`src/rtl/clk_div_pkg.sv`:
```
// Shared types, limits and divisor arithmetic for the multi-channel clock divider.
package clk_div_pkg;

  localparam int DIV_W_DEF   = 16;
  localparam int CLK_DIV_MIN = 2;

  typedef enum logic {
    CH_IDLE,
    CH_RUN
  } ch_state_t;

  // Divisors below the minimum would give a zero-length low or high phase.
  function automatic logic [31:0] clamp_div(input logic [31:0] d);
    return (d < 32'(CLK_DIV_MIN)) ? 32'(CLK_DIV_MIN) : d;
  endfunction

  // High phase length: ceil(D/2), so odd divisors spend the extra cycle high.
  function automatic logic [31:0] high_len(input logic [31:0] d);
    return d - (d >> 1);
  endfunction

endpackage

```
`src/rtl/clk_div_ch.sv`:
```
// One divider channel: period counter, divisor register, div/tick outputs.
// CLK_DIV_GLITCHFREE_EN defers divisor writes to the next period boundary via a shadow register.
module clk_div_ch
  import clk_div_pkg::*;
#(
  parameter int DIV_W   = DIV_W_DEF,
  parameter int DIV_RST = 50
) (
  input  logic             clk,
  input  logic             rst,
  input  logic             en,
  input  logic             wr,
  input  logic [DIV_W-1:0] wr_div,
`ifdef CLK_DIV_GLITCHFREE_EN
  output logic             pending,
`endif
  output logic             div,
  output logic             tick
);

  ch_state_t        state_reg, state_next;
  logic [DIV_W-1:0] cnt_reg, cnt_next;
  logic [DIV_W-1:0] d_reg, d_next;
  logic             div_reg, div_next;
  logic             tick_reg, tick_next;
  logic             wrap;

`ifdef CLK_DIV_GLITCHFREE_EN
  logic [DIV_W-1:0] shadow_reg, shadow_next;
  logic             pend_reg, pend_next;
`else
  logic [DIV_W-1:0] ld_div_reg;
  logic             ld_reg;
`endif

  always_comb begin
    state_next = state_reg;
    cnt_next   = cnt_reg;
    d_next     = d_reg;
    wrap       = (state_reg == CH_RUN) && (cnt_reg == d_reg - DIV_W'(1));
`ifdef CLK_DIV_GLITCHFREE_EN
    shadow_next = shadow_reg;
    pend_next   = pend_reg;
    if (!en) begin
      state_next = CH_IDLE;
      cnt_next   = '0;
      if (pend_reg) begin
        d_next    = shadow_reg;
        pend_next = 1'b0;
      end
      if (wr) begin
        shadow_next = wr_div;
        pend_next   = 1'b1;
      end
    end else if (state_reg == CH_IDLE || wrap) begin
      // Period boundary: a write landing here is applied without waiting.
      state_next = CH_RUN;
      cnt_next   = '0;
      if (wr) begin
        d_next    = wr_div;
        pend_next = 1'b0;
      end else if (pend_reg) begin
        d_next    = shadow_reg;
        pend_next = 1'b0;
      end
    end else begin
      cnt_next = cnt_reg + DIV_W'(1);
      if (wr) begin
        shadow_next = wr_div;
        pend_next   = 1'b1;
      end
    end
`else
    if (ld_reg) begin
      // Immediate restart: one low cycle, then a fresh period.
      d_next     = ld_div_reg;
      cnt_next   = '0;
      state_next = CH_IDLE;
    end else if (!en) begin
      cnt_next   = '0;
      state_next = CH_IDLE;
    end else if (state_reg == CH_IDLE || wrap) begin
      cnt_next   = '0;
      state_next = CH_RUN;
    end else begin
      cnt_next = cnt_reg + DIV_W'(1);
    end
`endif
    div_next  = (state_next == CH_RUN) && (32'(cnt_next) < high_len(32'(d_next)));
    tick_next = (state_next == CH_RUN) && (cnt_next == d_next - DIV_W'(1));
  end

  always_ff @(posedge clk or posedge rst) begin
    if (rst) begin
      state_reg <= CH_IDLE;
      cnt_reg   <= '0;
      d_reg     <= DIV_W'(DIV_RST);
      div_reg   <= 1'b0;
      tick_reg  <= 1'b0;
    end else begin
      state_reg <= state_next;
      cnt_reg   <= cnt_next;
      d_reg     <= d_next;
      div_reg   <= div_next;
      tick_reg  <= tick_next;
    end
  end

`ifdef CLK_DIV_GLITCHFREE_EN
  always_ff @(posedge clk or posedge rst) begin
    if (rst) begin
      shadow_reg <= '0;
      pend_reg   <= 1'b0;
    end else begin
      shadow_reg <= shadow_next;
      pend_reg   <= pend_next;
    end
  end

  assign pending = pend_reg;
`else
  always_ff @(posedge clk or posedge rst) begin
    if (rst) begin
      ld_reg     <= 1'b0;
      ld_div_reg <= '0;
    end else begin
      ld_reg     <= wr;
      ld_div_reg <= wr_div;
    end
  end
`endif

  assign div  = div_reg;
  assign tick = tick_reg;

endmodule

```
`src/rtl/clk_div_multi.sv`:
```
// Multi-channel divider top: write handshake, channel decode and CH_NUM divider channels.
// CLK_DIV_GLITCHFREE_EN makes cfg_ready reflect the selected channel's pending shadow write.
module clk_div_multi
  import clk_div_pkg::*;
#(
  parameter int CH_NUM  = 4,
  parameter int DIV_W   = DIV_W_DEF,
  parameter int DIV_RST = 50
) (
  input  logic                                        clk,
  input  logic                                        rst,
  input  logic [CH_NUM-1:0]                           en,
  input  logic                                        cfg_valid,
  output logic                                        cfg_ready,
  input  logic [((CH_NUM > 1) ? $clog2(CH_NUM) : 1)-1:0] cfg_ch,
  input  logic [DIV_W-1:0]                            cfg_div,
  output logic [CH_NUM-1:0]                           div,
  output logic [CH_NUM-1:0]                           tick
);

  localparam int CH_W = (CH_NUM > 1) ? $clog2(CH_NUM) : 1;

  logic              ready_reg;
  logic              accept;
  logic [DIV_W-1:0]  wr_div;
  logic [CH_NUM-1:0] wr_ch;

  always_ff @(posedge clk or posedge rst) begin
    if (rst) ready_reg <= 1'b0;
    else     ready_reg <= 1'b1;
  end

`ifdef CLK_DIV_GLITCHFREE_EN
  logic [CH_NUM-1:0] pending;
  logic              pend_sel;

  // Out-of-range channels never block, so writes to them are simply dropped.
  always_comb begin
    pend_sel = 1'b0;
    for (int i = 0; i < CH_NUM; i++) begin
      if (cfg_ch == CH_W'(i)) pend_sel = pending[i];
    end
  end

  assign cfg_ready = ready_reg && !pend_sel;
`else
  assign cfg_ready = ready_reg;
`endif

  assign accept = cfg_valid && cfg_ready;
  assign wr_div = DIV_W'(clamp_div(32'(cfg_div)));

  for (genvar gi = 0; gi < CH_NUM; gi++) begin : g_ch
    assign wr_ch[gi] = accept && (cfg_ch == CH_W'(gi));

    clk_div_ch #(
      .DIV_W  (DIV_W),
      .DIV_RST(DIV_RST)
    ) u_ch (
      .clk    (clk),
      .rst    (rst),
      .en     (en[gi]),
      .wr     (wr_ch[gi]),
      .wr_div (wr_div),
`ifdef CLK_DIV_GLITCHFREE_EN
      .pending(pending[gi]),
`endif
      .div    (div[gi]),
      .tick   (tick[gi])
    );
  end

endmodule

```
`config.mk`:
```
export PLATFORM = sky130hd
export DESIGN_NAME = clk_div_multi
export DESIGN_NICKNAME = d
export VERILOG_FILES = /design/src/rtl/clk_div_pkg.sv /design/src/rtl/clk_div_ch.sv /design/src/rtl/clk_div_multi.sv
export SDC_FILE = /design/constraint.sdc
export NUM_CORES = 1
export LEC_CHECK = 0
export ABC_AREA = 1
export CORE_ASPECT_RATIO = 1.75
export CORE_UTILIZATION = 50
export CTS_BUF_LIST = sky130_fd_sc_hd__clkbuf_4 sky130_fd_sc_hd__clkbuf_8
export DETAILED_ROUTE_END_ITERATION = 6
export PLACE_DENSITY = 0.64
export SKIP_LAST_GASP = 1
export SYNTH_ARGS = -nofsm -noshare
export SYNTH_HDL_FRONTEND = slang
export SYNTH_SLANG_ARGS = --single-unit
```
`constraint.sdc`:
```
create_clock -name clk -period 6.2 [get_ports clk]
set_input_delay 1.24 -clock clk [delete_from_list [all_inputs] [get_ports clk]]
set_output_delay 1.24 -clock clk [all_outputs]
set_load 0.03 [all_outputs]
```
==> impl_metrics.ini <==
[timing]
fin_crit_ns = 4.796
finalMaxSlewViolations = 0
min_period_over_period = 0.7736
whs_ns = 0.5952
finalHoldViolations = 0
max_slew_margin = 0.3075
setup_viol = 0
tightest_slew_ns = 1.028
skew_ns = 0.01479
timing.final.ws_setup_ns = 1.404
max_freq_mhz = 208.5
rsz0062_at_grt = no
tns_ns = 0

[cts]
clk_pin_slew_ns = 0.09
clk_latency_ns = 0.52
cts.path.max_buffers = 2
ctsResizeCount = 0
cts_sinks = 161
cts_setup_buffers = 0
htreeDepth = 4
cts_buffers = 17
cts_hold_buf = 0
cts-root-buf = clkbuf_8
cts_tree = yes

[setup_path]
cp_max_fo = 33
end_kind = flop
cp_top_family = compound AO/OA/AOI/OAI gates
critPathKind = flop to flop
crit_top_cell = nand2_1
slowest_stage = o21ai_0
cp.arrival_ns = 5.19
cp-start-kind = flop
cp_data_required_time_ns = 6.59
critPathMaxStageDelay_ns = 0.91
timing.critical_path.cells = o21ai_0 -> ha_1 -> inv_1 -> nand2_1 -> nand2_1 -> a31oi_1 -> o21ai_0 -> nand2_1 -> a21oi_1 -> a31oi_1 -> o21ai_0 -> nand2_1 -> nand2_1 -> a21oi_1 -> xor2_1 -> ha_1 -> nand4_1 -> o221a_2 -> nand2_1 -> a21oi_1
path_buf_inv = 1

[place]
gp_congestion = 0.9221
dp_cells = 2636
port_buffers = 33
placed_cell_area_mm2 = 0.01669
dp_hpwl_mm = 35.45
pre_cts_ws_ns = 1.501

[run]
cap_violations = 0

[pwr]
pwr_density_cell_mw_per_mm2 = 261.1
power.leakage_nw = 8.745
total_power_mw = 4.456
worst_ir_drop_vdd_v = 0.0001647

[synthesis]
synth_seq_cells = 161
async_flop_share = 1.000
yosysUniqueCellTypes = 53
synthesis.nets = 2463
synth_area_per_cell_um2 = 7.148
synth_edf_count = 0
synth_cells = 2238
syn_area_mm2 = 0.01600
synthFlopType = dfrtp_1
ys_warn_count = 0
yosysSeqAreaShare = 0.2528

[global_routing]
grt_pass1_vias = 14090
grt_pass1_wl_mm = 69.43
track_usage = 0.2799
grt_max_degree = 89
grt_remaining_overflow = 0
antenna_found_initial = 0

[floorplanning]
start_util = 0.5074
io_pins = 34
std_cell_rows = 86
floorplan.die.height_um = 238.6
die_w_um = 137.2
die_area_mm2 = 0.03274
fp.coreArea_mm2 = 0.03153

[route]
firstDrtPassIters = 6
drt-vias-per-instance = 5.176
routed_wl_mm = 43.04
post-route-drc-count = 0
wl_per_cell_um = 16.13
first_iter_violations = 585
routed-via-count = 13820
postRouteAntennaNets = 0

[run_status]
status = finished clean

[layout]
final_layout_size_suffix_gt1_frac = 0.06558
finish.utilization = 0.5413
nNetsFinal = 2484
stdcell_area_mm2 = 0.01707
area_growth_syn_to_layout_pct = 6.679
finalNonFillerCells = 2669
final.fill_count = 3137

[hold_path]
hp-class = flop to flop
## final timing paths
path                                      from                          to  slack [ns]  cells past startpoint
max in group asynchronous                  rst       g_ch[1].u_ch.d_reg[1]        3.83                      3
hold / removal                       cfg_ready         g_ch[1].u_ch.ld_reg        0.60                      2
hold reg to reg                      cfg_ready         g_ch[1].u_ch.ld_reg        0.60                      2
setup / recovery           g_ch[3].u_ch.ld_reg            g_ch[3].u_ch.div        1.40                     20
setup reg to reg           g_ch[3].u_ch.ld_reg            g_ch[3].u_ch.div        1.40                     20
min in group asynchronous                  rst  g_ch[2].u_ch.ld_div_reg[6]        1.28                      2
## cells in the mapped netlist, types with 15 or more instances
cell type / instances / area (um^2)
nand2_1: 498 / 1869
inv_1: 374 / 1404
nor2_1: 212 / 795.8
ha_1: 196 / 2452
dfrtp_1: 149 / 3729
xor2_1: 147 / 1287
o21ai_0: 123 / 615.6
nand3_1: 99 / 495.5
xnor2_1: 75 / 656.9
a21oi_1: 68 / 340.3
nand3b_1: 30 / 225.2
nand4_1: 27 / 168.9
nor2_2: 27 / 168.9
clkbuf_1: 25 / 93.84
o21bai_1: 18 / 135.1
inv_2: 15 / 56.30
nor3_1: 15 / 75.07
## power by group
part           switching (mW)  internal [mW]  total [mW]
combinational            1.49          0.910        2.40
sequential              0.128           1.16        1.28
clock                   0.425          0.349       0.774
total                    2.04           2.41        4.46
## kinds of logic after synthesis
logic type	synth area share
AOI/OAI and AO/OA	0.09237
xor gates and xnor gates	0.1215
adders and majority gates	0.1583
buffers and inverters	0.1023
DFF	0.2528
other	0.0002344
and+or+nand+nor	0.2725
## area by class of cell
class / instances / area, um^2 / share of cell area
clock inverters: 10 / 85.08 / 0.004985
well taps: 396 / 495.5 / 0.02903
clock buffers: 22 / 284.0 / 0.01664
multi-input cells: 1651 / 10320 / 0.6045
flip-flops and latches: 161 / 4044 / 0.2369
inverters: 391 / 1478 / 0.08658
repair buffers: 37 / 360.3 / 0.02111
diodes: 1 / 2.502 / 0.0001466
## cell usage in the layout (no fill, tap or decap), types with 6 or more instances in the layout
| cell type | count |
|---|---|
| clkdlybuf4s50_1 | 33 |
| nand2_1 | 498 |
| a211oi_1 | 9 |
| nor3_2 | 7 |
| ha_1 | 196 |
| a21oi_1 | 68 |
| xnor2_1 | 75 |
| nand4_1 | 27 |
| o21bai_1 | 18 |
| nor2_2 | 27 |
| o21ai_1 | 7 |
| or2_2 | 7 |
| xor2_1 | 147 |
| nand2_2 | 10 |
| clkbuf_8 | 19 |
| nor2_1 | 212 |
| dfstp_2 | 12 |
| nor3_1 | 15 |
| nand3_2 | 6 |
| nand3_1 | 99 |
| nand3b_1 | 30 |
| clkinv_2 | 6 |
| nor2_4 | 10 |
| dfrtp_1 | 149 |
| inv_1 | 373 |
| a31oi_1 | 12 |
| o21ai_0 | 123 |
| inv_2 | 15 |
## metal layers
layer	track usage	vias to the layer above	part of all wire
li1	-	7066	-
met2	0.5190	264	0.52
met1	0.2829	6343	0.38
met5	0	-	0
met3	0.03753	143	0.028
met4	0.1915	0	0.073
## tightest hold or removal path: cells and delay by family, from the launching register on
kind	cells	cell delay, ns
and+or+nand+nor	2	0.18
DFF	1	0.39
Note: power is estimated with default switching activity, not from simulation.
